**src/rtl/fetch_pkg.sv**
```systemverilog
// ---------------------------------------------------------------------------
// fetch_pkg
// Shared definitions for the RV32I instruction-fetch stage and its neighbours
// (decode / immediate generator): the fetch FSM state type, the PC step, the
// canonical NOP encoding and the base-ISA major opcodes.
// No ports; imported with `import fetch_pkg::*;`.
// ---------------------------------------------------------------------------
package fetch_pkg;

    typedef enum logic {
        BOOT = 1'b0,
        RUN  = 1'b1
    } fetch_state_e;

    localparam int unsigned PC_STEP  = 4;
    localparam logic [31:0] INST_NOP = 32'h0000_0013;

    // RV32I major opcodes (inst[6:0])
    localparam logic [6:0] OPC_LUI    = 7'b0110111;
    localparam logic [6:0] OPC_AUIPC  = 7'b0010111;
    localparam logic [6:0] OPC_JAL    = 7'b1101111;
    localparam logic [6:0] OPC_JALR   = 7'b1100111;
    localparam logic [6:0] OPC_BRANCH = 7'b1100011;
    localparam logic [6:0] OPC_LOAD   = 7'b0000011;
    localparam logic [6:0] OPC_STORE  = 7'b0100011;
    localparam logic [6:0] OPC_OP_IMM = 7'b0010011;
    localparam logic [6:0] OPC_OP     = 7'b0110011;
    localparam logic [6:0] OPC_SYSTEM = 7'b1110011;

    // True for instructions that may later cause a redirect of this stage.
    function automatic logic is_ctrl_flow(input logic [31:0] inst);
        return (inst[6:0] == OPC_JAL) || (inst[6:0] == OPC_JALR) ||
               (inst[6:0] == OPC_BRANCH);
    endfunction

endpackage

```
**src/rtl/fetch_fifo.sv**
```systemverilog
// ---------------------------------------------------------------------------
// fetch_fifo
// Small synchronous FIFO buffering {instruction, pc} pairs between the
// instruction memory response and decode.
// Parameters: DEPTH (power of 2, >= 2), DW (payload width).
// Ports:
//   clk, rst_n      clock, asynchronous active-low reset
//   flush_i         drop all entries (wins over push and pop)
//   push_i, data_i  write an entry (accepted when not full, or full with pop)
//   pop_i           remove the head entry (ignored when empty)
//   data_o          head entry (undefined content when empty)
//   count_o         number of stored entries
//   full_o, empty_o occupancy flags
// ---------------------------------------------------------------------------
module fetch_fifo #(
    parameter int unsigned DEPTH = 2,
    parameter int unsigned DW    = 64
) (
    input  logic                   clk,
    input  logic                   rst_n,
    input  logic                   flush_i,
    input  logic                   push_i,
    input  logic [DW-1:0]          data_i,
    input  logic                   pop_i,
    output logic [DW-1:0]          data_o,
    output logic [$clog2(DEPTH):0] count_o,
    output logic                   full_o,
    output logic                   empty_o
);

    localparam int unsigned AW = $clog2(DEPTH);
    localparam int unsigned CW = AW + 1;

    logic [DW-1:0] mem_q [DEPTH];
    logic [AW-1:0] rd_ptr_q, rd_ptr_d;
    logic [AW-1:0] wr_ptr_q, wr_ptr_d;
    logic [CW-1:0] count_q, count_d;
    logic          do_push;
    logic          do_pop;

    assign empty_o = (count_q == '0);
    assign full_o  = (count_q == CW'(DEPTH));

    // A push into a full FIFO is fine when the head leaves in the same cycle;
    // the write slot is then the one being vacated.
    assign do_pop  = pop_i && !empty_o;
    assign do_push = push_i && (!full_o || do_pop);

    always_comb begin
        rd_ptr_d = rd_ptr_q;
        wr_ptr_d = wr_ptr_q;
        count_d  = count_q;
        if (flush_i) begin
            rd_ptr_d = '0;
            wr_ptr_d = '0;
            count_d  = '0;
        end else begin
            if (do_pop) begin
                rd_ptr_d = rd_ptr_q + AW'(1);
            end
            if (do_push) begin
                wr_ptr_d = wr_ptr_q + AW'(1);
            end
            count_d = count_q + CW'(do_push) - CW'(do_pop);
        end
    end

    always_ff @(posedge clk or negedge rst_n) begin
        if (!rst_n) begin
            rd_ptr_q <= '0;
            wr_ptr_q <= '0;
            count_q  <= '0;
        end else begin
            rd_ptr_q <= rd_ptr_d;
            wr_ptr_q <= wr_ptr_d;
            count_q  <= count_d;
        end
    end

    // Storage needs no reset: count_q alone decides what is valid.
    always_ff @(posedge clk) begin
        if (do_push && !flush_i) begin
            mem_q[wr_ptr_q] <= data_i;
        end
    end

    assign data_o  = mem_q[rd_ptr_q];
    assign count_o = count_q;

endmodule

```
**src/rtl/inst_fetch.sv**
```systemverilog
// ---------------------------------------------------------------------------
// inst_fetch
// Instruction-fetch stage of the RV32I core. Owns the PC, issues in-order
// requests to instruction memory, buffers returned words in fetch_fifo and
// presents {inst_o, pc_o} to decode over a valid/ready handshake. A redirect
// flushes the stage, discards responses still in flight and restarts fetch
// at the target.
// Parameters: WIDTH (data/address width), RESET_PC (first fetch address),
//             FIFO_DEPTH (buffer entries = max outstanding+buffered words).
// Ports:
//   clk, rst_n                 clock, asynchronous active-low reset
//   redirect_i, redirect_pc_i  load new PC and flush
//   imem_req_o, imem_addr_o    memory request / word-aligned address
//   imem_gnt_i                 request accepted this cycle
//   imem_rvalid_i, imem_rdata_i in-order response
//   inst_valid_o, inst_ready_i handshake to decode
//   inst_o, pc_o               instruction word and its address
// Build option MISALIGN_TRAP_EN: a redirect to a non-word-aligned target
// stops fetching and raises trap_o / trap_pc_o until the next aligned
// redirect. Without it the target's low two bits are forced to zero.
// ---------------------------------------------------------------------------
module inst_fetch
    import fetch_pkg::*;
#(
    parameter int unsigned       WIDTH      = 32,
    parameter logic [WIDTH-1:0]  RESET_PC   = '0,
    parameter int unsigned       FIFO_DEPTH = 2
) (
    input  logic             clk,
    input  logic             rst_n,
    input  logic             redirect_i,
    input  logic [WIDTH-1:0] redirect_pc_i,
    output logic             imem_req_o,
    output logic [WIDTH-1:0] imem_addr_o,
    input  logic             imem_gnt_i,
    input  logic             imem_rvalid_i,
    input  logic [WIDTH-1:0] imem_rdata_i,
    output logic             inst_valid_o,
    input  logic             inst_ready_i,
    output logic [WIDTH-1:0] inst_o,
    output logic [WIDTH-1:0] pc_o
`ifdef MISALIGN_TRAP_EN
    ,
    output logic             trap_o,
    output logic [WIDTH-1:0] trap_pc_o
`endif
);

    localparam int unsigned CW = $clog2(FIFO_DEPTH) + 1;

    fetch_state_e     state_q, state_d;
    logic [WIDTH-1:0] pc_q, pc_d;
    logic [WIDTH-1:0] resp_pc_q, resp_pc_d;
    logic [CW-1:0]    out_q, out_d;
    logic [CW-1:0]    drop_q, drop_d;

    logic [2*WIDTH-1:0] fifo_rdata;
    logic [CW-1:0]      fifo_count;
    logic               fifo_full;
    logic               fifo_empty;
    logic               fifo_pop;
    logic               fifo_push;
    logic               gnt_acc;
    logic [CW-1:0]      credit_used;
    logic [WIDTH-1:0]   redirect_target;
    logic               fetch_halt;

    assign fifo_pop  = !fifo_empty && inst_ready_i;
    assign gnt_acc   = imem_req_o && imem_gnt_i;
    assign fifo_push = imem_rvalid_i && (drop_q == '0);

    // Slots committed to words either buffered or still in flight. The head
    // leaving this cycle frees its slot, which keeps one request per cycle
    // flowing in steady state with only two entries.
    assign credit_used = out_q + fifo_count - CW'(fifo_pop);

`ifdef MISALIGN_TRAP_EN
    logic             trap_q;
    logic [WIDTH-1:0] trap_pc_q;
    logic             misaligned;

    assign misaligned      = (redirect_pc_i[1:0] != 2'b00);
    assign redirect_target = redirect_pc_i;
    assign fetch_halt      = trap_q;

    // Trap raised by a misaligned redirect; only an aligned one clears it.
    always_ff @(posedge clk or negedge rst_n) begin
        if (!rst_n) begin
            trap_q    <= 1'b0;
            trap_pc_q <= '0;
        end else if (redirect_i) begin
            trap_q    <= misaligned;
            trap_pc_q <= misaligned ? redirect_pc_i : '0;
        end
    end

    assign trap_o    = trap_q;
    assign trap_pc_o = trap_pc_q;
`else
    assign redirect_target = redirect_pc_i & {{(WIDTH-2){1'b1}}, 2'b00};
    assign fetch_halt      = 1'b0;
`endif

    // FSM: one idle BOOT cycle, then RUN forever. Requests only in RUN, never
    // during a redirect cycle (the request is withdrawn), and only while a
    // buffer slot is guaranteed for the returning word.
    always_comb begin
        state_d    = state_q;
        imem_req_o = 1'b0;
        unique case (state_q)
            BOOT: begin
                state_d = RUN;
            end
            RUN: begin
                imem_req_o = (credit_used < CW'(FIFO_DEPTH)) && !redirect_i && !fetch_halt;
            end
            default: begin
                state_d = BOOT;
            end
        endcase
    end

    assign imem_addr_o = pc_q;

    // PC, response-PC, outstanding and drop bookkeeping. On a redirect every
    // word still in flight after this cycle belongs to the old path, so the
    // drop count becomes the updated outstanding count.
    always_comb begin
        pc_d      = pc_q;
        resp_pc_d = resp_pc_q;
        drop_d    = drop_q;
        out_d     = out_q + CW'(gnt_acc) - CW'(imem_rvalid_i);
        if (gnt_acc) begin
            pc_d = pc_q + WIDTH'(PC_STEP);
        end
        if (imem_rvalid_i) begin
            if (drop_q != '0) begin
                drop_d = drop_q - CW'(1);
            end else begin
                resp_pc_d = resp_pc_q + WIDTH'(PC_STEP);
            end
        end
        if (redirect_i) begin
            pc_d      = redirect_target;
            resp_pc_d = redirect_target;
            drop_d    = out_d;
        end
    end

    always_ff @(posedge clk or negedge rst_n) begin
        if (!rst_n) begin
            state_q   <= BOOT;
            pc_q      <= RESET_PC;
            resp_pc_q <= RESET_PC;
            out_q     <= '0;
            drop_q    <= '0;
        end else begin
            state_q   <= state_d;
            pc_q      <= pc_d;
            resp_pc_q <= resp_pc_d;
            out_q     <= out_d;
            drop_q    <= drop_d;
        end
    end

    fetch_fifo #(
        .DEPTH (FIFO_DEPTH),
        .DW    (2 * WIDTH)
    ) u_fifo (
        .clk     (clk),
        .rst_n   (rst_n),
        .flush_i (redirect_i),
        .push_i  (fifo_push && !fifo_full || fifo_push && fifo_pop),
        .data_i  ({imem_rdata_i, resp_pc_q}),
        .pop_i   (fifo_pop),
        .data_o  (fifo_rdata),
        .count_o (fifo_count),
        .full_o  (fifo_full),
        .empty_o (fifo_empty)
    );

    // Head is presented as zeros while the buffer is empty.
    assign inst_valid_o    = !fifo_empty;
    assign {inst_o, pc_o}  = fifo_empty ? '0 : fifo_rdata;

endmodule
```
**config.mk**
```make
export PLATFORM = sky130hd
export DESIGN_NAME = inst_fetch
export DESIGN_NICKNAME = d
export VERILOG_FILES = /design/src/rtl/fetch_pkg.sv /design/src/rtl/fetch_fifo.sv /design/src/rtl/inst_fetch.sv
export SDC_FILE = /design/constraint.sdc
export NUM_CORES = 1
export LEC_CHECK = 0
export BUFFER_PORTS_ARGS = -buffer_cell sky130_fd_sc_hd__buf_2
export CAP_MARGIN = 10
export CORE_UTILIZATION = 60
export DETAILED_ROUTE_END_ITERATION = 16
export PLACE_DENSITY = 0.86
export REMOVE_ABC_BUFFERS = 1
export SLEW_MARGIN = 20
export SYNTH_ARGS = -nofsm -noshare
export SYNTH_HDL_FRONTEND = slang
export SYNTH_SLANG_ARGS = --single-unit
```
**constraint.sdc**
```tcl
create_clock -name clk -period 12.34 [get_ports clk]
set_input_delay 2.468 -clock clk [delete_from_list [all_inputs] [get_ports clk]]
set_output_delay 2.468 -clock clk [all_outputs]
set_load 0.1 [all_outputs]
```
Yosys cells after proc, flatten, opt, wreduce, memory -nomap -nowiden
Memory sizes are Yosys's and may differ from the RTL's.
Cells that the tools add are included.
- register bits: 73
- memory bits (writable): 128
- input port bits: 70
- logic and storage cells: 64
- memories: 1
- memory list (name ; depth ; bits a word ; read ports ; clocked after memory_dff ; wr ports ; RTL line ; source):
    u_fifo.mem_q ; 2 ; 64 ; 1 ; 0 ; 1 ; fetch_fifo.sv:34 ; logic [DW-1:0] mem_q [DEPTH];
- add/sub/neg operators: 11
- magnitude comparators: 1
- equal/unequal tests: 2
- mux-type cells: 17
- reduce and logical (&&, ||, !) cells: 24
- operators with widths (operator ; number):
    32-bit 2-to-1 mux ; 5
    32-bit by 3-bit adder with 32-bit output, second input constant ; 2
    64-bit 2-to-1 mux ; 1
    2-bit nonzero test ; 6
    1-bit logical AND ; 9
    2-bit 2-to-1 mux ; 4
    1-bit 2-to-1 mux ; 7
    2-bit by 1-bit subtractor with 2-bit output ; 3
    2-bit by 1-bit adder with 2-bit output ; 2
    2-bit logical NOT ; 2
    2-bit AND reduction ; 2
    1-bit logical NOT ; 3
    1-bit adder, second input constant ; 2
    2-bit adder ; 1
    2-bit equality test, second input constant ; 1
    1-bit logical OR ; 2
    2-bit less-than comparator, second input constant ; 1
    2-bit inequality test, second input constant ; 1
    2-bit by 1-bit subtractor with 2-bit output, second input constant ; 1

Longest topological paths before layout
- depth in word-level cells: 11
- mapped depth: 15
- mapped depth without buffers: 14

Cells and area by module
A second synthesis with hierarchy kept.
- cells, all modules: 678
- area total of the unflattened synthesis: 9141.3 sq um
- by module, submodules not included (module ; times used ; cells an instance ; area each (sq um) ; seq. area each (sq um)):
    fetch_fifo ; 1 ; 228 ; 4902.2 ; 3943.8
    inst_fetch ; 1 ; 450 ; 4239.1 ; 1626.6

Worst setup path after synthesis
Ideal clock, no wire load.
- path type: in2reg
- start: in imem_rvalid_i
- end: mem u_fifo.mem_q[0][10], enable pin
- setup time: 0.571 ns
- data arrival time: 7.456 ns
- required time: 11.769 ns
- path slack: 4.313 ns
- cell stages on the path: 3
- buffers on the path: 0
- cell sequence: nand2_1 a21oi_1 nor3b_1
- longest elaborated chain between the ends: 7
- elaborated cells between the ends (all ways): 8
- those cells by class: 2 x mux; 6 x reduce/logical
- ends and longest elaborated chain (what ; RTL line ; source):
    start: declaration ; inst_fetch.sv:36 ; input logic imem_rvalid_i,
    1-bit logical AND (*) ; inst_fetch.sv:70 ; assign fifo_push = imem_rvalid_i && (drop_q == '0);
    1-bit logical AND ; inst_fetch.sv:173 ; .push_i (fifo_push && !fifo_full || fifo_push && fifo_pop),
    1-bit logical OR (*) ; inst_fetch.sv:173 ;
    1-bit logical AND (*) ; fetch_fifo.sv:47 ; assign do_push = push_i && (!full_o || do_pop);
    1-bit logical AND (*) ; fetch_fifo.sv:82 ; if (do_push && !flush_i) begin
    1-bit 2-to-1 mux (*) ; fetch_fifo.sv:82 ;
    1-bit 2-to-1 mux (not written as such) (*) ; fetch_fifo.sv:83 ; mem_q[wr_ptr_q] <= data_i;
    end: declaration ; fetch_fifo.sv:34 ;
Mark *: on every way between the ends. The rest lies on a longest branch, timed or not.

Final worst setup path
- start: in inst_ready_i
- end: out imem_req_o
- longest elaborated chain between the ends: 5
- ends and longest elaborated chain (what ; RTL line ; source):
    start: declaration ; inst_fetch.sv:39 ; input logic inst_ready_i,
    1-bit logical AND ; inst_fetch.sv:68 ; assign fifo_pop = !fifo_empty && inst_ready_i;
    2-bit by 1-bit subtractor with 2-bit output ; inst_fetch.sv:75 ; assign credit_used = out_q + fifo_count - CW'(fifo_pop);
    2-bit less-than comparator ; inst_fetch.sv:115 ; imem_req_o = (credit_used < CW'(FIFO_DEPTH)) && !redirect_i && !fetch_halt;
    1-bit logical AND ; inst_fetch.sv:115 ;
    1-bit 2-to-1 mux ; inst_fetch.sv:110 ; unique case (state_q)
    end: declaration ; inst_fetch.sv:33 ; output logic imem_req_o,
No other way between the ends.

==> impl_metrics.yaml <==
sta:
  timing.final.ws_setup_ns: 5.577
  worst_pin_slew_ns: 1.130
  setup_viol: 0
  timing.final.crit_share: 0.5480
  rsz0062_at_grt: "no"
  slew_headroom: 0.2469
  finalClockSkew_ns: 0.006826
  fmax_ghz: 0.1479
  finalMaxSlewViolations: 0
  tns_ns: 0
  period_minus_slack_ns: 6.763
  hold_viol_final: 0
cells_and_area:
  diodes: 0
  n_fill_cell: 963
  layout_common_cells: "buf_2, edfxtp_1, nor2_1, dfrtp_1, mux2i_1"
  final_core_util: 0.7307
  nets: 926
  drive_gt1_frac: 0.2706
  syn_to_final_growth_pct: 17.40
  final_common_cell: "buf_2"
synth:
  yosysUniqueCellTypes: 59
  synth_xor_area_frac: 0.04934
  syn_inst: 695
  synth_area_leaders: "edfxtp_1, dfrtp_1, mux2i_1, nor2_1, xnor2_1"
  avgSynthCellArea_um2: 12.62
  synth_top_family_by_area: "simple AND/OR/NAND/NOR gates"
  synth-async-reset-ratio: 0.3575
  synth-compound-area-share: 0.05262
  synthMuxAreaShare: 0.08828
  yosys.area_share.simple: 0.1497
  yosysSeqAreaShare: 0.6212
  ys_warn_count: 0
  synth_area_leader_cell: "edfxtp_1"
  syn_area_mm2: 0.008773
  synth.top_cell.area_share: 0.4244
  ys_ff_latch: 193
  synth-edff-count: 124
  synthAdderAreaFrac: 0.01141
  synth_ff_type: "edfxtp_1"
setup_path:
  cp_slowest_stage_delay_ns: 0.42
  cpMostUsedCell: "buf_2"
  critPathArrivalTime_ns: 4.29
  cp_max_fo: 8
  timing.rr.start: "u_fifo.count_o[1]"
  reg2reg_to: "drop_q[1]"
  crit_chain: "buf_2 > nor2b_1 > ha_1 > nor2b_2 > xnor3_2 > and3_1 > buf_2"
  cp-start-kind: "primary input"
  r2r_slack_ns: 8.38
  worst-r2r-cell-count: 15
  worstSetupEndpointType: "output pin"
  cp.required_ns: 9.87
  path_class: "primary input to output pin"
  crit_slowest_cell: "buf_2"
clock_tree:
  root_buffer: "clkbuf_16"
  path_clk_slew_ns: 0.06
  cts-hold-fix-buffers: 0
  cts.repair.resized: 0
  htreeDepth: 4
  cts_setup_buffers: 0
  tritoncts: "built"
  clk_latency_ns: 0.44
  cts_buffers: 17
  cts_sinks: 193
  cts_buffer_depth: 2
drt:
  wl_um: 19720
  postRouteAntennaNets: 0
  wl_per_cell_um: 18.95
  vias_per_cell: 5.920
  dr.first_iter.drc_count: 516
  first_pass_iters: 5
  drc: 0
  via_count: 6163
floorplan:
  die_area_mm2: 0.01511
  start_util: 0.6224
  pin_count: 168
  die_w_um: 122.9
  die_h_um: 122.9
  num_rows: 43
  core_area_mm2: 0.01410
pwr:
  p_switching_mw: 1.521
  seqPwrFrac: 0.302
  swShare: 0.5339
  cellLeakagePower_nw: 4.086
  p_int_mw: 1.328
  power.density_mw_per_mm2: 276.6
  clock_power_share: 0.192
  pwr-share-comb: 0.506
  power_mw: 2.849
  vdd_drop_max_mv: 0.1836
place:
  hpwl_um: 13080
  gp_congestion: 0.8505
  place_ws_ns: 5.577
  portBuffers: 161
min_path:
  hp-class: "register to register"
  hold_start: "resp_pc_q[31]"
  hold_end: "u_fifo.mem_q[0][31]"
  min_delay_path_depth: 0
global_route:
  grt_antenna_before_repair: 0
  grt_max_degree: 70
  grt_pass1_vias: 6052
  grt.total_usage: 0.2744
  grt_pass1_wl_um: 30570
  grt_overflow_total: 0
outcome:
  outcome: "completed"
run:
  cap_violations: 0
[synth_stat cells, drive strengths merged (3+ instances only)]
cell,number
nand4,15
nand3,33
nand2,50
and4,3
a211oi,4
a21oi,8
mux2,11
dfrtp,69
or3,5
o21ai,30
edfxtp,124
nor4,18
buf,16
and3,14
ha,8
nor2b,3
inv,19
mux2i,65
xnor2,26
xor2,18
o211ai,10
clkbuf,20
o311ai,10
nor3,13
nor2,79
[kinds of logic after synthesis]
| family | Yosys count |
|---|---|
| flops | 193 |
| buf+inv | 55 |
| mux | 76 |
| other cells | 2 |
| simple gates | 244 |
| compound gates | 71 |
| xor+xnor | 46 |
| fa+ha+maj | 8 |
[flip-flops by register name (all words and copies together), names as in the netlist]
signal	cells
u_fifo.count_o	2
u_fifo.rd_ptr_q	1
u_fifo.wr_ptr_q	1
state_q	1
imem_addr_o	30
u_fifo.mem_q	124
out_q	2
resp_pc_q	30
drop_q	2
[power groups by stage]
stage               registers, mW  clock network, mW  logic, mW
finish                      0.862              0.547       1.44
global route                0.871              0.581       1.51
CTS                         0.861              0.552       1.44
detailed placement          0.874                  0       1.44
global placement            0.866                  0       1.42
floorplan                   0.958                  0       1.11
[cell type report]
cell class	instances	area, um2	share of cell area
Clock inverter	10	128.9	0.01251
Sequential cell	193	5454	0.5295
Timing Repair Buffer	167	850.8	0.08260
Inverter	19	71.32	0.006924
Clock buffer	22	454.2	0.04410
Tap cell	180	225.2	0.02187
Multi-Input combinational cell	450	3115	0.3025
[per-layer routing]
metal	global-route usage	wire length (um)
met5	0	0
met4	0.1105	461
met3	0.06734	1449
met1	0.3395	7932
met2	0.4635	9878
[stage by stage]
step,std cells,area [um2],hold slack [ns]
6_report,1041,10300,0.4971
5_1_grt,1041,10300,0.5110
2_1_floorplan,662,8623,0.4616
3_3_place_gp,1009,9717,0.4842
4_1_cts,1041,10300,0.4999
3_5_place_dp,1009,9717,0.4876
[worst max-delay path by stage]
stage / from / endpoint / slack (ns)
2_1_floorplan: imem_rvalid_i / u_fifo.mem_q[0][10] / 4.31
3_3_place_gp: inst_ready_i / imem_req_o / 5.63
3_5_place_dp: inst_ready_i / imem_req_o / 5.58
4_1_cts: inst_ready_i / imem_req_o / 5.58
5_1_grt: inst_ready_i / imem_req_o / 5.49
6_report: inst_ready_i / imem_req_o / 5.58
[critical path, delay by kind of cell]
family,cells,cell delay (ns)
XOR/XNOR,1,0.38
AND/OR/NAND/NOR,3,0.62
buffers and inverters,2,0.51
adder cells (fa/ha/maj),1,0.31
Note: power is estimated with default switching activity, not from simulation.
